--- src/rtl/alu_sequencer.sv ---
// alu_sequencer: single-stage command/response ALU with an accumulator.
//
// A command (funct, A, B) is accepted on a rising clk edge when
// cmd_valid && cmd_ready. Its response is registered on that same edge and
// presented on rsp_* until the consumer takes it with rsp_ready. A new
// command can be accepted on the same edge that drains the previous response.
//
// Ports
//   clk          in   rising-edge clock
//   rst          in   asynchronous, active-high reset
//   cmd_valid    in   command offered
//   cmd_ready    out  command can be taken (!rsp_valid || rsp_ready)
//   cmd_funct    in   [3:0] 0 ADD,1 SUB,2 SHFTL,3 SHFTR,4 AND,5 OR,6 XOR,
//                     7 NOT,15 CLR, 8-14 illegal
//   cmd_a, cmd_b in   [7:0] two's-complement operands
//   cmd_use_acc  in   use the accumulator instead of cmd_a as operand A
//   rsp_valid    out  response held
//   rsp_ready    in   consumer accepts the response
//   rsp_result   out  [7:0] result
//   rsp_carry, rsp_overflow, rsp_error  out  result flags
//   rsp_state    out  [1:0] FSM state after the command (0 READY,1 ARITH,
//                     2 LOGIC,3 ERROR)
//   acc          out  [7:0] accumulator
//   op_count     out  [7:0] drained-response counter, saturating at 255
module alu_sequencer (
  input  logic       clk,
  input  logic       rst,
  input  logic       cmd_valid,
  output logic       cmd_ready,
  input  logic [3:0] cmd_funct,
  input  logic [7:0] cmd_a,
  input  logic [7:0] cmd_b,
  input  logic       cmd_use_acc,
  output logic       rsp_valid,
  input  logic       rsp_ready,
  output logic [7:0] rsp_result,
  output logic       rsp_carry,
  output logic       rsp_overflow,
  output logic       rsp_error,
  output logic [1:0] rsp_state,
  output logic [7:0] acc,
  output logic [7:0] op_count
);

  typedef enum logic [1:0] {
    ST_READY = 2'd0,
    ST_ARITH = 2'd1,
    ST_LOGIC = 2'd2,
    ST_ERROR = 2'd3
  } state_t;

  state_t     state_q, state_d;
  logic       rsp_valid_q, rsp_valid_d;
  logic [7:0] result_q, result_d;
  logic       carry_q, carry_d;
  logic       ovf_q, ovf_d;
  logic       err_q, err_d;
  logic [7:0] acc_q, acc_d;
  logic [7:0] cnt_q, cnt_d;

  logic       accept;
  logic       drain;
  logic       illegal;
  logic [7:0] op_a;
  logic [8:0] sum;
  logic [8:0] diff;
  logic [7:0] alu_res;
  logic       alu_c;
  logic       alu_v;

  assign cmd_ready = !rsp_valid_q || rsp_ready;
  assign accept    = cmd_valid && cmd_ready;
  assign drain     = rsp_valid_q && rsp_ready;
  assign illegal   = cmd_funct[3] && (cmd_funct != 4'hF);
  assign op_a      = cmd_use_acc ? acc_q : cmd_a;
  // 9-bit arithmetic: bit 8 is the unsigned carry (ADD) or borrow (SUB).
  assign sum       = {1'b0, op_a} + {1'b0, cmd_b};
  assign diff      = {1'b0, op_a} - {1'b0, cmd_b};

  // ALU datapath: result and flags for the legal operation codes.
  always_comb begin
    alu_res = 8'd0;
    alu_c   = 1'b0;
    alu_v   = 1'b0;
    case (cmd_funct)
      4'd0: begin
        alu_res = sum[7:0];
        alu_c   = sum[8];
        alu_v   = (op_a[7] == cmd_b[7]) && (sum[7] != op_a[7]);
      end
      4'd1: begin
        alu_res = diff[7:0];
        alu_c   = diff[8];
        alu_v   = (op_a[7] != cmd_b[7]) && (diff[7] != op_a[7]);
      end
      4'd2: begin
        alu_res = {op_a[6:0], 1'b0};
        alu_c   = op_a[7];
        alu_v   = op_a[7] ^ op_a[6];
      end
      4'd3: begin
        alu_res = {1'b0, op_a[7:1]};
        alu_c   = op_a[0];
      end
      4'd4:    alu_res = op_a & cmd_b;
      4'd5:    alu_res = op_a | cmd_b;
      4'd6:    alu_res = op_a ^ cmd_b;
      4'd7:    alu_res = ~op_a;
      default: alu_res = 8'd0;
    endcase
  end

  // Next-state: FSM transition, response capture, accumulator and counter.
  always_comb begin
    state_d     = state_q;
    rsp_valid_d = rsp_valid_q;
    result_d    = result_q;
    carry_d     = carry_q;
    ovf_d       = ovf_q;
    err_d       = err_q;
    acc_d       = acc_q;
    // The drained response is counted even when a new one replaces it.
    if (drain && (cnt_q != 8'hFF)) begin
      cnt_d = cnt_q + 8'd1;
    end else begin
      cnt_d = cnt_q;
    end

    if (accept) begin
      rsp_valid_d = 1'b1;
      if (cmd_funct == 4'hF) begin
        state_d  = ST_READY;
        result_d = 8'd0;
        carry_d  = 1'b0;
        ovf_d    = 1'b0;
        err_d    = 1'b0;
        acc_d    = 8'd0;
      end else if (illegal || (state_q == ST_ERROR)) begin
        // ERROR is sticky until CLR; the accumulator is left untouched.
        state_d  = ST_ERROR;
        result_d = 8'd0;
        carry_d  = 1'b0;
        ovf_d    = 1'b0;
        err_d    = 1'b1;
      end else begin
        state_d  = cmd_funct[2] ? ST_LOGIC : ST_ARITH;
        result_d = alu_res;
        carry_d  = alu_c;
        ovf_d    = alu_v;
        err_d    = 1'b0;
        acc_d    = alu_res;
      end
    end else if (drain) begin
      rsp_valid_d = 1'b0;
    end else begin
      rsp_valid_d = rsp_valid_q;
    end
  end

  // State and response registers with asynchronous reset.
  always_ff @(posedge clk or posedge rst) begin
    if (rst) begin
      state_q     <= ST_READY;
      rsp_valid_q <= 1'b0;
      result_q    <= 8'd0;
      carry_q     <= 1'b0;
      ovf_q       <= 1'b0;
      err_q       <= 1'b0;
      acc_q       <= 8'd0;
      cnt_q       <= 8'd0;
    end else begin
      state_q     <= state_d;
      rsp_valid_q <= rsp_valid_d;
      result_q    <= result_d;
      carry_q     <= carry_d;
      ovf_q       <= ovf_d;
      err_q       <= err_d;
      acc_q       <= acc_d;
      cnt_q       <= cnt_d;
    end
  end

  assign rsp_valid    = rsp_valid_q;
  assign rsp_result   = result_q;
  assign rsp_carry    = carry_q;
  assign rsp_overflow = ovf_q;
  assign rsp_error    = err_q;
  assign rsp_state    = state_q;
  assign acc          = acc_q;
  assign op_count     = cnt_q;

endmodule

--- config.mk ---
export PLATFORM = sky130hd
export DESIGN_NAME = alu_sequencer
export DESIGN_NICKNAME = d
export VERILOG_FILES = /design/src/rtl/alu_sequencer.sv
export SDC_FILE = /design/constraint.sdc
export NUM_CORES = 1
export LEC_CHECK = 0
export ABC_CLOCK_PERIOD_IN_PS = 2950
export CELL_PAD_IN_SITES_DETAIL_PLACEMENT = 1
export CELL_PAD_IN_SITES_GLOBAL_PLACEMENT = 1
export CORE_ASPECT_RATIO = 1.4
export CORE_MARGIN = 2
export CORE_UTILIZATION = 39
export CTS_CLUSTER_SIZE = 14
export DETAILED_ROUTE_END_ITERATION = 8
export PLACE_DENSITY = 0.91
export SETUP_SLACK_MARGIN = 0.5
export SLEW_MARGIN = 25
export SYNTH_ARGS = -nofsm -noshare
export SYNTH_HDL_FRONTEND = slang
export SYNTH_SLANG_ARGS = --single-unit
export TNS_END_PERCENT = 1
--- constraint.sdc ---
create_clock -name clk -period 2.95 [get_ports clk]
set_input_delay 0.295 -clock clk [delete_from_list [all_inputs] [get_ports clk]]
set_output_delay 0.295 -clock clk [all_outputs]
set_load 0.01 [all_outputs]
==> results of run 1 <==
[cells in the final DEF (no fill, tap or decap), types with 10 or more instances in the layout]
cell type	Yosys	routed
a21o_1	10	10
a21oi_1	20	17
buf_4	0	47
clkdlybuf4s50_1	0	52
dfrtp_1	30	30
ha_1	28	25
inv_1	20	19
nand2_1	43	43
nor2_1	20	20
xnor2_1	11	11
[synthesized netlist by cell type, types with 3 or more instances]
| master | number |
|---|---|
| ha_1 | 28 |
| nand3_1 | 4 |
| o22ai_1 | 8 |
| a211oi_1 | 8 |
| nor2_1 | 20 |
| clkbuf_1 | 4 |
| nand2b_1 | 9 |
| xnor2_1 | 11 |
| o21ai_0 | 10 |
| and2_1 | 4 |
| and3_1 | 5 |
| a21o_1 | 10 |
| a31oi_1 | 4 |
| mux2_2 | 3 |
| nand2_1 | 43 |
| o21bai_1 | 3 |
| o31ai_1 | 3 |
| xor2_1 | 4 |
| a2111oi_0 | 3 |
| o2111ai_1 | 3 |
| inv_1 | 20 |
| nor2b_1 | 4 |
| nor3_1 | 5 |
| dfrtp_1 | 30 |
| buf_2 | 7 |
| mux2i_1 | 10 |
| a21oi_1 | 20 |
[through the flow]
| step | setup TNS (ns) | total power, µW | area [µm²] | setup slack (ns) | hold slack (ns) |
|---|---|---|---|---|---|
| floorplan | 0 | 1114 | 2755 | 0.5171 | 0.3858 |
| global placement | -0.07311 | 1594 | 3711 | -0.02203 | 0.4628 |
| detailed placement | -0.9222 | 1642 | 3711 | -0.2000 | 0.4762 |
| CTS | 0 | 2056 | 3854 | 0.4818 | 0.4161 |
| global route | 0 | 2227 | 3940 | 0.4051 | 0.4700 |
| finish | 0 | 2122 | 3940 | 0.4612 | 0.4002 |
[per-layer routing]
metal | wire (µm) | global-route usage | up-vias
li1 | - | - | 1354
met1 | 4201 | 0.3544 | 1500
met2 | 6001 | 0.5235 | 151
met3 | 741 | 0.03030 | 35
met5 | 0 | 0 | -
met4 | 485 | 0.1703 | 0
[state kept, by name, indices dropped and copies added, names as in the netlist]
signal	flops
acc	8
op_count	8
rsp_carry	1
rsp_error	1
rsp_overflow	1
rsp_result	8
rsp_state	2
rsp_valid	1
[timing repair]
action                     in CTS  in global routing
hold buffers                    0                  0
gates resized for setup        11                 14
setup endpoints to repair      16                  9
pin swaps                       5                  7
gates cloned                    0                  0
hold endpoints to repair        0                  0
setup buffers                   3                  2
[worst min-delay path: cells and delay by family]
kind | cells | cell delay [ns]
buf+inv | 3 | 0.84
[cells by family (layout without fill, tap and decap cells)]
group | count (synthesis) | after routing | share of synthesized area
buffers and inverters | 36 | 134 | 0.05538
flip-flops | 30 | 30 | 0.2746
AO/OA/AOI/OAI | 93 | 93 | 0.2311
XOR/XNOR | 15 | 15 | 0.04805
multiplexers | 14 | 14 | 0.05400
adder cells (fa/ha/maj) | 30 | 30 | 0.1428
AND/OR/NAND/NOR | 107 | 107 | 0.1940
[final timing paths]
kind	from	endpoint	slack, ns	depth (start not counted)
max	acc[0]	acc[6]	0.46	10
min	rst	acc[0]	0.40	3
max reg2reg	acc[0]	acc[6]	0.46	10
min reg2reg	rsp_result[4]	rsp_result[4]	0.49	1
max in group asynchronous	rst	acc[1]	2.24	3
min in group clk	rsp_result[4]	rsp_result[4]	0.49	1
[power by group]
group | leakage [µW] | switching [µW] | internal [µW]
Sequential | 0.000388 | 95.2 | 498
Clock | 0.0000472 | 187 | 188
Combinational | 0.00139 | 575 | 578
[cell type report]
cell class                      count  share of cell area
Timing Repair Buffer              104              0.2401
Clock inverter                      2            0.003176
Clock buffer                        6             0.02096
Inverter                           22             0.02096
Multi-Input combinational cell    259              0.4941
Sequential cell                    30              0.1905
Tap cell                           95             0.03017
==> metrics.md, run 1 <==
| Metric | Value |
|---|---|
| Status | completed |
| Slowest cell on crit path | dfrtp_1 |
| Max_cap viols | 0 |
| Die height | 103.1 µm |
| LEAKAGE | 0.001824 µW |
| Worst-path cell chain | mux2i_4 -> inv_2 -> ha_4 -> fa_2 -> a211o_1 -> a21oi_2 -> mux2i_1 -> o2111ai_1 -> a22oi_2 -> nand2_1 |
| Util after Layout | 0.5717 |
| Layout cells sized above 1 | 0.2033 |
| Post-route minimum period | 2.489 ns |
| Reg clk slew, reported paths | 0.09 ns |
| GR Util All Layers | 0.3009 |
| YS warnings | 0 |
| Starting Density | 0.3967 |
| Inst Count DP | 505 |
| Die X | 74.76 µm |
| Cell variety after synth | 56 |
| DR vias | 3040 |
| Max Clk Rate | 0.4018 GHz |
| Skew-Pair Late Insertion Delay | 0.31 ns |
| Synthesized Nets | 380 |
| Fraction of registers with async set/reset | 1.000 |
| Post-route clock period utilization | 0.8437 |
| Detailed Route WL | 11430 µm |
| Number of buffers created by CTS | 5 |
| Yosys top cell area share | 0.2746 |
| Initial antenna violation count | 0 |
| # fillers | 795 |
| Worst Path Buf+Inv | 1 |
| CP startpoint kind | flip-flop |
| Root Driver | clkbuf_8 |
| Vias in the first global route | 3238 |
| CTS max path bufs | 2 |
| Crit path capture type | flip-flop |
| Drt wl/cell | 22.06 µm |
| Reg area | 750.7 µm² |
| H-tree depth | 2 |
| Post-detail-place hpwl | 7983 µm |
| Mapped Cells | 325 |
| Core Region | 0.006892 mm² |
| CTS sink cnt | 30 |
| RD Place Congestion | 0.9868 |
| Seq/Total Area, Yosys | 0.2746 |
| Mean Syn Cell Area | 8.412 µm² |
| I/O Pins | 56 |
| First-pass GRT wire length | 17010 µm |
| Relative slew margins | 0.5643 |
| # DRC | 0 |
| Area Overhead vs Synth | 44.12% |
| Synth area leader | dfrtp_1 |
| Worst Hold Class | in2async |
| Top delay family on crit path | compound AO/OA/AOI/OAI gates |
| FF+latch count, synth | 30 |
| Largest fanout on the critical path | 2 |
| Routed vias/inst | 5.869 |
| Final setup viols | 0 |
| Die area | 0.007705 mm² |
| Max-slew violation count | 0 |
| Crit path DAT | 2.66 ns |
| Dominant cells by area after synthesis | dfrtp_1 (27%), ha_1 (13%), nand2_1 (5.9%) |
| Clock Skew | 0.01771 ns |
| Post-synth EDFFs | 0 |
| Multi-input logic area | 0.001947 mm² |
| PortBufs | 55 |
| Syn Std Cell Area | 0.002734 mm² |
| VDD IR max | 354.5 µV |
| Largest net degree at the start of global routing | 31 |
| Main flop type after synthesis | dfrtp_1 |
| Least-Margin Pin Slew | 0.6519 ns |
| Final Hold Fails | 0 |
| Routed Antenna Nets | 0 |
| Total congestion overflow | 0 |
| WS Path Type | reg2reg |
| Critical Path RT | 3.13 ns |
| Unrepaired setup endpoints after global routing | true |
| Pwr Density | 538.5 mW/mm² |
| # rows | 36 |
| DR iter-0 viols | 204 |
| # diodes | 0 |
| Finished Layout Cells | 518 |
| Fin nets | 477 |
| CTS tree | done |
| Crit-path max cell delay | 0.42 ns |
| Iteration count of the initial detailed-routing pass | 5 |
No activity file was read; power rests on OpenSTA's default activity.
==> run 2, diff against run 1 <==
Settings changed: ABC_CLOCK_PERIOD_IN_PS 2950 to 2000, CORE_UTILIZATION 39 to 35, PLACE_DENSITY 0.91 to 0.86.
Clock period 2.95 ns to 2 ns, I/O delays scaled along.
==> metrics.md, run 2 (synthesis gave the netlist of run 1 again) <==
| Metric | Value |
|---|---|
| WS Path Type | reg2reg |
| Die area | 0.008544 mm² |
| Die height | 108.6 µm |
| Util after Layout | 0.5945 |
| Layout cells sized above 1 | 0.3536 |
| Commonest non-fill, non-tap cells in the layout | buf_4 (98), nand2_1 (38), clkdlybuf4s50_1 (38), dfrtp_1 (26), ha_1 (25) |
| H-tree depth | 2 |
| Multi-input logic area | 0.002130 mm² |
| First-pass GRT wire length | 19460 µm |
| RD Place Congestion | 0.8893 |
| Reg area | 755.7 µm² |
| Routed vias/inst | 5.642 |
| Drt wl/cell | 22.25 µm |
| Worst Hold Class | in2async |
| # fillers | 853 |
| Crit path capture type | flip-flop |
| Routed Antenna Nets | 0 |
| I/O Pins | 56 |
| Final setup viols | 16 |
| CTS sink cnt | 30 |
| Final Hold Fails | 0 |
| Vias in the first global route | 3638 |
| Max Clk Rate | 0.4011 GHz |
| Largest fanout on the critical path | 3 |
| Reg clk slew, reported paths | 0.07 ns |
| CP startpoint kind | flip-flop |
| Unrepaired setup endpoints after global routing | true |
| CTS tree | done |
| Post-route clock period utilization | 1.247 |
| Fin nets | 532 |
| # DRC | 0 |
| Root Driver | clkbuf_8 |
| VDD IR max | 847.7 µV |
| Crit path DAT | 2.66 ns |
| Post-detail-place hpwl | 9204 µm |
| DR iter-0 viols | 120 |
| Pwr Density | 747.0 mW/mm² |
| DR vias | 3261 |
| CTS max path bufs | 2 |
| Commonest non-fill, non-tap cell in the layout | buf_4 |
| Initial antenna violation count | 0 |
| Max_cap viols | 0 |
| Critical Path RT | 2.17 ns |
| Status | complete, but fails checks |
| Area Overhead vs Synth | 66.45% |
| Core Region | 0.007655 mm² |
| Least-Margin Pin Slew | 0.5103 ns |
| Detailed Route WL | 12860 µm |
| Post-route minimum period | 2.493 ns |
| # rows | 38 |
| LEAKAGE | 0.002253 µW |
| Pre-CTS WS | -1.114 ns |
| Clock Skew | 0.005897 ns |
| Starting Density | 0.3571 |
| Failing checks | negative setup slack |
| Hold slack | 0.3165 ns |
| Number of buffers created by CTS | 5 |
| Number of hold buffers added after cts | 0 |
| Relative slew margins | 0.6510 |
| Worst Slack Setup Final | -0.4932 ns |
| GR Util All Layers | 0.2986 |
| Max-slew violation count | 0 |
| Largest net degree at the start of global routing | 31 |
| Total congestion overflow | 0 |
| PortBufs | 55 |
| # diodes | 0 |
| Skew-Pair Late Insertion Delay | 0.29 ns |
| Iteration count of the initial detailed-routing pass | 4 |
| Die X | 78.70 µm |
## run 2: final timing paths
| check | from | endpoint | slack [ns] | cells past startpoint |
|---|---|---|---|---|
| worst max-delay path | acc[0] | rsp_result[6] | -0.49 | 10 |
| worst min-delay path | rst | op_count[3] | 0.32 | 3 |
| worst max register to register | acc[0] | rsp_result[6] | -0.49 | 10 |
| worst min register to register | op_count[5] | op_count[5] | 0.51 | 1 |
| max in group asynchronous | rst | op_count[7] | 1.38 | 3 |
| min in group clk | op_count[5] | op_count[5] | 0.51 | 1 |
## run 2: final cells by class
| cell class | count | area share |
|---|---|---|
| timing repair buffer | 159 | 0.3002 |
| clock buffer | 7 | 0.01897 |
| inverter | 22 | 0.01815 |
| multi-input combinational | 259 | 0.4680 |
| sequential | 30 | 0.1661 |
| tap | 100 | 0.02750 |
| clock inverter | 1 | 0.001100 |
## run 2: metal layers
metal	vias to the layer above	global-route usage	wire, µm
met1	1634	0.3257	4768
met4	0	0.1353	624
li1	1469	-	-
met3	50	0.03339	494
met2	108	0.5696	6975
met5	-	0	0
## run 2: timing repair
action	4_1_cts	5_1_grt
pin swaps	14	19
buffers inserted	0	1
setup endpoints to repair	37	35
gates resized for setup	56	30
## run 2: power breakdown
group	switching, µW	total, µW	internal, µW
Clock	236	513	277
Combinational	974	1980	1010
Sequential	162	903	741
## run 2: critical path, stage by stage (launching register included)
cell and delay (ns):
dfrtp_1 0.41, mux2i_4 0.17, inv_2 0.08, ha_4 0.17
fa_2 0.38, a211o_1 0.31, a21oi_2 0.17, mux2i_1 0.20
o2111ai_1 0.16, a22oi_1 0.23, nand2_1 0.09
## run 2: per-stage QoR
| stage | cell area (µm²) | TNS (ns) | instances | total power (µW) |
|---|---|---|---|---|
| global route | 4551 | -6.351 | 578 | 3561 |
| CTS | 4417 | -3.831 | 577 | 3244 |
| finish | 4551 | -4.899 | 578 | 3399 |
| detailed placement | 4158 | -15.97 | 569 | 2645 |
| global placement | 4158 | -13.20 | 569 | 2544 |
| floorplan | 2765 | -1.857 | 325 | 1646 |
